<file path="src/rtl/rs_decoder.sv">
// -----------------------------------------------------------------------------
// rs_decoder
//   Systematic RS(68,64) decoder over GF(2^8) (field poly 0x11D, alpha = 0x02,
//   generator roots alpha^0..alpha^3). One parallel codeword is latched, the
//   four syndromes are accumulated one symbol per clock (Horner), the result
//   is classified as no-error / single-error / uncorrectable, and the
//   (corrected) message is presented with a one-cycle strobe.
//
//   Codeword index k = 0..63 -> cw_msg_in[k], k = 64..67 -> cw_parity_in[k-64].
//   Symbol k carries polynomial degree 67-k.
//
// Ports
//   clk               clock
//   rst               asynchronous, active-high reset
//   cw_msg_in         received message symbols   [N_MSG][8]
//   cw_parity_in      received parity symbols    [N_PAR][8]
//   cw_valid          codeword present
//   cw_ready          decoder idle, accepts a codeword this cycle
//   msg_out           corrected (or raw) message [N_MSG][8]
//   msg_valid         one-cycle result strobe
//   err_corrected     single error found and fixed
//   err_uncorrectable syndromes inconsistent with 0 or 1 errors
//   err_pos           codeword index of the corrected symbol (0..67)
//
//   Latency: accept at edge E0, msg_valid high after E70, next accept at E71.
// -----------------------------------------------------------------------------
module rs_decoder #(
    parameter int N_MSG = 64,   // only 64 supported
    parameter int N_PAR = 4     // only 4 supported
) (
    input  logic                  clk,
    input  logic                  rst,
    input  logic [N_MSG-1:0][7:0] cw_msg_in,
    input  logic [N_PAR-1:0][7:0] cw_parity_in,
    input  logic                  cw_valid,
    output logic                  cw_ready,
    output logic [N_MSG-1:0][7:0] msg_out,
    output logic                  msg_valid,
    output logic                  err_corrected,
    output logic                  err_uncorrectable,
    output logic [6:0]            err_pos
);

    localparam int N_SYM = N_MSG + N_PAR;   // 68

    typedef enum logic [1:0] {IDLE, SYND, EVAL, OUT} state_t;
    typedef enum logic [1:0] {CLS_NONE, CLS_SINGLE, CLS_UNC} cls_t;
    typedef logic [255:0][7:0] tbl_t;

    // ---------------------------------------------------------------- GF(2^8)
    // Multiply by alpha: shift left, fold bit 7 back with 0x1D.
    function automatic logic [7:0] mul_a1(input logic [7:0] v);
        mul_a1 = {v[6:0], 1'b0} ^ (v[7] ? 8'h1D : 8'h00);
    endfunction

    // exp table: EXP_T[i] = alpha^i for i = 0..254 (entry 255 wraps to 1).
    function automatic tbl_t gen_exp();
        tbl_t       t;
        logic [7:0] v;
        t = '0;
        v = 8'h01;
        for (int i = 0; i < 256; i++) begin
            t[i] = v;
            v    = mul_a1(v);
        end
        gen_exp = t;
    endfunction

    // log table: LOG_T[alpha^i] = i. LOG_T[0] is a don't-care (callers gate zero).
    function automatic tbl_t gen_log();
        tbl_t       t;
        logic [7:0] v;
        t = '0;
        v = 8'h01;
        for (int i = 0; i < 255; i++) begin
            t[v] = 8'(i);
            v    = mul_a1(v);
        end
        gen_log = t;
    endfunction

    localparam tbl_t EXP_T = gen_exp();
    localparam tbl_t LOG_T = gen_log();

    // General multiply: exponent sum mod 255, zero operand forces zero.
    function automatic logic [7:0] gf_mul(input logic [7:0] a, input logic [7:0] b);
        logic [8:0] s;
        s = {1'b0, LOG_T[a]} + {1'b0, LOG_T[b]};
        if (s >= 9'd255) s = s - 9'd255;
        if (a == 8'h00 || b == 8'h00) gf_mul = 8'h00;
        else                          gf_mul = EXP_T[s[7:0]];
    endfunction

    // ---------------------------------------------------------------- state
    state_t                 state_q;
    logic [N_MSG-1:0][7:0]  msg_q;
    logic [N_PAR-1:0][7:0]  par_q;
    logic [3:0][7:0]        s_q;        // S0..S3
    logic [6:0]             k_q;        // symbol counter during SYND
    cls_t                   cls_q;
    logic [6:0]             pos_q;

    logic [N_MSG-1:0][7:0]  msg_out_q;
    logic                   msg_valid_q;
    logic                   err_corrected_q;
    logic                   err_unc_q;
    logic [6:0]             err_pos_q;
    logic                   cw_ready_q;

    // ---------------------------------------------------------------- syndromes
    logic [7:0]      sym;
    logic [3:0][7:0] syn_d;

    always_comb begin
        sym = (k_q < 7'(N_MSG)) ? msg_q[k_q[5:0]] : par_q[k_q[1:0]];
        // S_j <= S_j * alpha^j ^ r_k : constant multiplies are chained xtimes.
        syn_d[0] = s_q[0] ^ sym;
        syn_d[1] = mul_a1(s_q[1]) ^ sym;
        syn_d[2] = mul_a1(mul_a1(s_q[2])) ^ sym;
        syn_d[3] = mul_a1(mul_a1(mul_a1(s_q[3]))) ^ sym;
    end

    // ---------------------------------------------------------------- classify
    logic       all_zero, all_nz, single_c;
    logic [7:0] s11, s02, s22, s13;
    logic [8:0] ldiff;
    logic [7:0] p_c;
    logic [6:0] pos_c;

    always_comb begin
        all_zero = (s_q == '0);
        all_nz   = (s_q[0] != 8'h00) && (s_q[1] != 8'h00) &&
                   (s_q[2] != 8'h00) && (s_q[3] != 8'h00);
        s11 = gf_mul(s_q[1], s_q[1]);
        s02 = gf_mul(s_q[0], s_q[2]);
        s22 = gf_mul(s_q[2], s_q[2]);
        s13 = gf_mul(s_q[1], s_q[3]);
        // For a single error e at degree d: S_j = e*alpha^(j*d), so S1/S0 = alpha^d.
        ldiff = {1'b0, LOG_T[s_q[1]]} + 9'd255 - {1'b0, LOG_T[s_q[0]]};
        p_c   = (ldiff >= 9'd255) ? 8'(ldiff - 9'd255) : ldiff[7:0];
        // Degrees above 67 lie outside the shortened code: not a single error.
        single_c = all_nz && (s11 == s02) && (s22 == s13) && (p_c <= 8'd67);
        pos_c    = 7'd67 - p_c[6:0];
    end

    // ---------------------------------------------------------------- FSM
    always_ff @(posedge clk or posedge rst) begin
        if (rst) begin
            state_q         <= IDLE;
            msg_q           <= '0;
            par_q           <= '0;
            s_q             <= '0;
            k_q             <= '0;
            cls_q           <= CLS_NONE;
            pos_q           <= '0;
            msg_out_q       <= '0;
            msg_valid_q     <= 1'b0;
            err_corrected_q <= 1'b0;
            err_unc_q       <= 1'b0;
            err_pos_q       <= '0;
            cw_ready_q      <= 1'b1;
        end else begin
            msg_valid_q <= 1'b0;
            case (state_q)
                IDLE: begin
                    if (cw_valid && cw_ready_q) begin
                        msg_q      <= cw_msg_in;
                        par_q      <= cw_parity_in;
                        s_q        <= '0;
                        k_q        <= '0;
                        cw_ready_q <= 1'b0;
                        state_q    <= SYND;
                    end
                end
                SYND: begin
                    s_q <= syn_d;
                    k_q <= k_q + 7'd1;
                    if (k_q == 7'(N_SYM - 1)) state_q <= EVAL;
                end
                EVAL: begin
                    pos_q <= '0;
                    if (all_zero) begin
                        cls_q <= CLS_NONE;
                    end else if (single_c) begin
                        cls_q <= CLS_SINGLE;
                        pos_q <= pos_c;
                    end else begin
                        cls_q <= CLS_UNC;
                    end
                    state_q <= OUT;
                end
                OUT: begin
                    // S0 is the error magnitude; parity positions never match
                    // a message index, so those pass the message unchanged.
                    for (int i = 0; i < N_MSG; i++) begin
                        msg_out_q[i] <= msg_q[i] ^
                            (((cls_q == CLS_SINGLE) && (pos_q == 7'(i))) ? s_q[0] : 8'h00);
                    end
                    msg_valid_q     <= 1'b1;
                    err_corrected_q <= (cls_q == CLS_SINGLE);
                    err_unc_q       <= (cls_q == CLS_UNC);
                    err_pos_q       <= (cls_q == CLS_SINGLE) ? pos_q : 7'd0;
                    cw_ready_q      <= 1'b1;
                    state_q         <= IDLE;
                end
                default: state_q <= IDLE;
            endcase
        end
    end

    assign cw_ready          = cw_ready_q;
    assign msg_out           = msg_out_q;
    assign msg_valid         = msg_valid_q;
    assign err_corrected     = err_corrected_q;
    assign err_uncorrectable = err_unc_q;
    assign err_pos           = err_pos_q;

endmodule

</file>
<file path="config.mk">
export PLATFORM = sky130hd
export DESIGN_NAME = rs_decoder
export DESIGN_NICKNAME = d
export VERILOG_FILES = /design/src/rtl/rs_decoder.sv
export SDC_FILE = /design/constraint.sdc
export NUM_CORES = 2
export LEC_CHECK = 0
export ABC_AREA = 1
export CORE_AREA = 2 2 412 414
export CTS_CLUSTER_SIZE = 8
export DETAILED_ROUTE_END_ITERATION = 6
export DIE_AREA = 0 0 414 416
export DONT_BUFFER_PORTS = 1
export SLEW_MARGIN = 20
export SYNTH_ARGS = -nofsm -noshare
export SYNTH_HDL_FRONTEND = slang
export SYNTH_SLANG_ARGS = --single-unit
</file>
<file path="constraint.sdc">
create_clock -name clk -period 98.3 [get_ports clk]
set_clock_uncertainty 0.15 [all_clocks]
set_input_delay 24.575 -clock clk [delete_from_list [all_inputs] [get_ports clk]]
set_output_delay 24.575 -clock clk [all_outputs]
set_load 0.03 [all_outputs]
</file>
==> results by stage <==
Worst setup path:
- The endpoint kind of the worst setup timing path is a flop.
- Grouping stages by cell kind, the critical path spends the most delay in buffers and inverters.
- The top fanout value on the critical path is 162.
- The type of origin of the critical path is an input pin.
- STA puts the critical path data arrival time at 29.77 ns.
- Walking the worst path, the cells encountered are nand3_4, inv_8, buf_4, buf_4, buf_12, buf_4, buf_4, nand2_1, nand2_1.
- Counting both buffers and inverters, the worst setup path holds a total of 6.
- The required time reported for the critical path endpoint is 98.87 ns.
- The highest-delay cell along the critical path is sky130_fd_sc_hd__buf_4.
- The largest incremental delay on the critical path is 0.85 ns.
- By startpoint and endpoint, the worst setup path is classified as in2reg.
- The flop-to-flop setup slack is 87.32 ns.
- By instance count, the cell type seen most on the critical path is sky130_fd_sc_hd__buf_4.

Detailed routing:
- The first detailed-routing pass ran for 7 iterations.
- Using the TritonRoute via totals, the vias-per-cell ratio works out to 6.52.
- The residual DRC count is 16.
- The detailed-route via count is 89.6k.
- The wire length per cell after detailed routing is 31.9 µm.
- The count of nets left with antenna violations once routing finished came out at 0.
- After the first detailed-routing iteration, the DRC count stood at 16.4k.
- The detailed-route wire length is 439000 µm.

Timing:
- The transition time of the tightest slew-check pin is 1.28 ns.
- The setup total negative slack is 0 ns.
- The hold violation count in the final report is 0.
- The maximum clock frequency is 34.2 MHz.
- The clock period minus final worst setup slack is 29.20 ns.
- In the finished design, the share of the clock period the worst path needs comes to 29.7%.
- The number of max-slew violations in the final report is 0.
- Setup repair after global routing left no endpoint under its margin.
- Across all setup checks in the final design, the least slack found is 69.10 ns.
- Hold is met by 0.320 ns.
- The setup-violating endpoint count in the final report is 0.
- The normalized max-slew margin is 14.7%.

Synth:
- The Yosys step of the flow raised 0 warnings.
- By area the synthesized netlist is led by sky130_fd_sc_hd__dfrtp_1 35%, sky130_fd_sc_hd__nand2_1 21%, sky130_fd_sc_hd__nand3_1 9.4%.
- In the synthesized netlist, the number of instances is 11.9k.
- The cell area that synthesis handed to floorplanning was 79000 µm².
- After synthesis the netlist holds a flip-flop and latch count of 1117.
- The fraction of synthesis flops using an asynchronous set or reset pin is 100%.
- The synthesized net count is 12.6k.
- Counting flops with a built-in enable in the synthesized netlist gives 0.
- The leading area contributor after synthesis is sky130_fd_sc_hd__dfrtp_1.
- The number of unique standard cell types used by synthesis is 78.
- Summing the sequential cell areas from Yosys gives 35.4% of the chip area.
- A synthesized cell averages 6.67 µm².
- The area fraction of the dominant cell type after synthesis is 35.3%.
- The most used flip-flop cell after synthesis is sky130_fd_sc_hd__dfrtp_1.

Floorplan:
- The die footprint is 172000 µm².
- The floorplan has 151 rows.
- During I/O placement, the number of pins put on the boundary was 1070.
- The core region is 168000 µm².
- The die is 416 µm tall.
- The horizontal extent of the die is 414 µm.
- The effective utilization at floorplan is 47.0%.

Min path:
- The type of the worst min-delay path is reg2reg.

Clocking:
- No sink is reached through more buffers than the 3 on the longest clock path.
- TritonCTS built the clock tree.
- At the later pin of the worst-skew pair, clock insertion delay measures 0.86 ns.
- The post-cts sizing count is 0.
- The root buffer selected by CTS is sky130_fd_sc_hd__clkbuf_16.
- The deepest level of the CTS H-tree is 4.
- The number of buffers inserted to repair setup after CTS is 0.
- The register clock-pin slew on the reported worst setup and hold paths is 0.05 ns.
- For this design, the CTS-stage hold fixing added 0 buffers.
- The number of buffers created by CTS is 159.
- The number of clock sinks is 1117.

Cells and area:
- The layout cell share with drive strength beyond 1 is 4.75%.
- The area growth from synthesis to layout is 7.15%.
- At the end of the flow, the number of nets in the layout was 12.1k.
- The most frequent standard cell in the layout excluding fill and tap cells is sky130_fd_sc_hd__nand2_1.
- In the layout the commonest cells are 4396 x sky130_fd_sc_hd__nand2_1, 1482 x sky130_fd_sc_hd__nand3_1, 1100 x sky130_fd_sc_hd__o21ai_0, 1100 x sky130_fd_sc_hd__dfrtp_1, 783 x sky130_fd_sc_hd__nor2_1.

Outcome:
- The final reports fail on DRC.
- The flow ran to the end, but the final reports show violations.

GRT:
- The initial antenna violation count was 112.
- Global routing used 49.1% of the available tracks.
- Entering global routing, the biggest net connects 251 pins.
- The via count of the first global-routing pass is 82.1k.
- The aggregate global routing overflow is 0.
- The first global-routing pass estimated 619000 µm of wire.

Placed design:
- The congestion estimate from routability-driven global placement came to 1.08.
- In this run the tool buffered the top-level ports with 0 buffer cells.
- The estimated wirelength of the detail-placed design is 322000 µm.
- The worst-case setup slack after placement is 68.62 ns.

Run:
- The tool flagged a number of max-cap violations equal to 0.
==> flip-flops by register name (all words and copies together) (netlist names) <==
| register | count |
|---|---|
| cls_q | 2 |
| cw_ready | 1 |
| err_corrected | 1 |
| err_pos | 7 |
| err_uncorrectable | 1 |
| k_q | 7 |
| msg_out | 512 |
| msg_q | 512 |
| msg_valid | 1 |
| par_q | 32 |
| pos_q | 7 |
| s_q | 32 |
| state_q | 2 |
==> cell families after synthesis <==
family          Yosys count  share of synthesized area (%)
buf+inv                1277                           6.65
compound gates         1847                           13.1
xor+xnor                547                           6.07
simple gates           6890                           36.0
mux                       1                         0.0127
flops                  1117                           35.4
fa+ha+maj               175                           2.80
==> final timing paths <==
path | cells after the start | from | end
worst max-delay path | 9 | cw_valid | msg_q[496]
worst min-delay path | 2 | par_q[13] | par_q[13]
worst max register to register | 43 | s_q[9] | cls_q[1]
worst min register to register | 2 | par_q[13] | par_q[13]
max in group asynchronous | 7 | rst | msg_q[390]
min in group asynchronous | 1 | rst | msg_out[332]
==> cells in the mapped netlist, types with 12 or more instances <==
master,instances
sky130_fd_sc_hd__a21oi_1,284
sky130_fd_sc_hd__clkinv_1,15
sky130_fd_sc_hd__o2111ai_1,12
sky130_fd_sc_hd__buf_6,16
sky130_fd_sc_hd__nand3_1,1483
sky130_fd_sc_hd__nor2_2,15
sky130_fd_sc_hd__a221oi_1,16
sky130_fd_sc_hd__nand2_4,14
sky130_fd_sc_hd__ha_1,172
sky130_fd_sc_hd__o221ai_1,72
sky130_fd_sc_hd__nor2_1,787
sky130_fd_sc_hd__inv_2,34
sky130_fd_sc_hd__o22ai_1,121
sky130_fd_sc_hd__a31oi_1,35
sky130_fd_sc_hd__nand4_1,57
sky130_fd_sc_hd__clkbuf_1,493
sky130_fd_sc_hd__o31ai_1,12
sky130_fd_sc_hd__nand3b_1,13
sky130_fd_sc_hd__buf_4,40
sky130_fd_sc_hd__buf_1,61
sky130_fd_sc_hd__o211ai_1,89
sky130_fd_sc_hd__nand2_1,4399
sky130_fd_sc_hd__o21ai_1,26
sky130_fd_sc_hd__nand2_2,49
sky130_fd_sc_hd__nor3_1,26
sky130_fd_sc_hd__buf_2,151
sky130_fd_sc_hd__dfrtp_1,1116
sky130_fd_sc_hd__or2_2,13
sky130_fd_sc_hd__o21ai_0,1100
sky130_fd_sc_hd__o311ai_0,17
sky130_fd_sc_hd__inv_1,466
sky130_fd_sc_hd__xor2_1,536
==> per-layer routing <==
layer | wire (µm) | global-route usage [%]
met5 | 368 | 0
met4 | 38400 | 35.0
met3 | 65400 | 18.9
met2 | 178000 | 68.8
met1 | 157000 | 61.7
==> stage by stage <==
step	util (%)	cells	cell area, µm²
after floorplan	-	11900	79000
after global placement	47.5	13500	80000
after detailed placement	47.6	13500	80000
after CTS	50.2	13700	84400
after global routing	50.3	13700	84600
final	50.4	13800	84700
==> final cells by class <==
cell class / count / area, µm²
antenna: 83 / 208
clock buffer: 174 / 4080
clock inverter: 17 / 355
fill: 17200 / 83500
inverter: 515 / 1970
multi-input combinational: 9460 / 45900
sequential: 1117 / 28000
tap: 2218 / 2780
timing repair buffer: 168 / 1370
==> worst min-delay path, cell delays in order (launching register included) <==
cell                      delay [ns]
sky130_fd_sc_hd__dfrtp_1        0.33
sky130_fd_sc_hd__nand2_1        0.05
sky130_fd_sc_hd__nand2_1        0.06
Power is not shown: default switching activity piles up to over one toggle a cycle in this logic, so the estimate is an artifact.
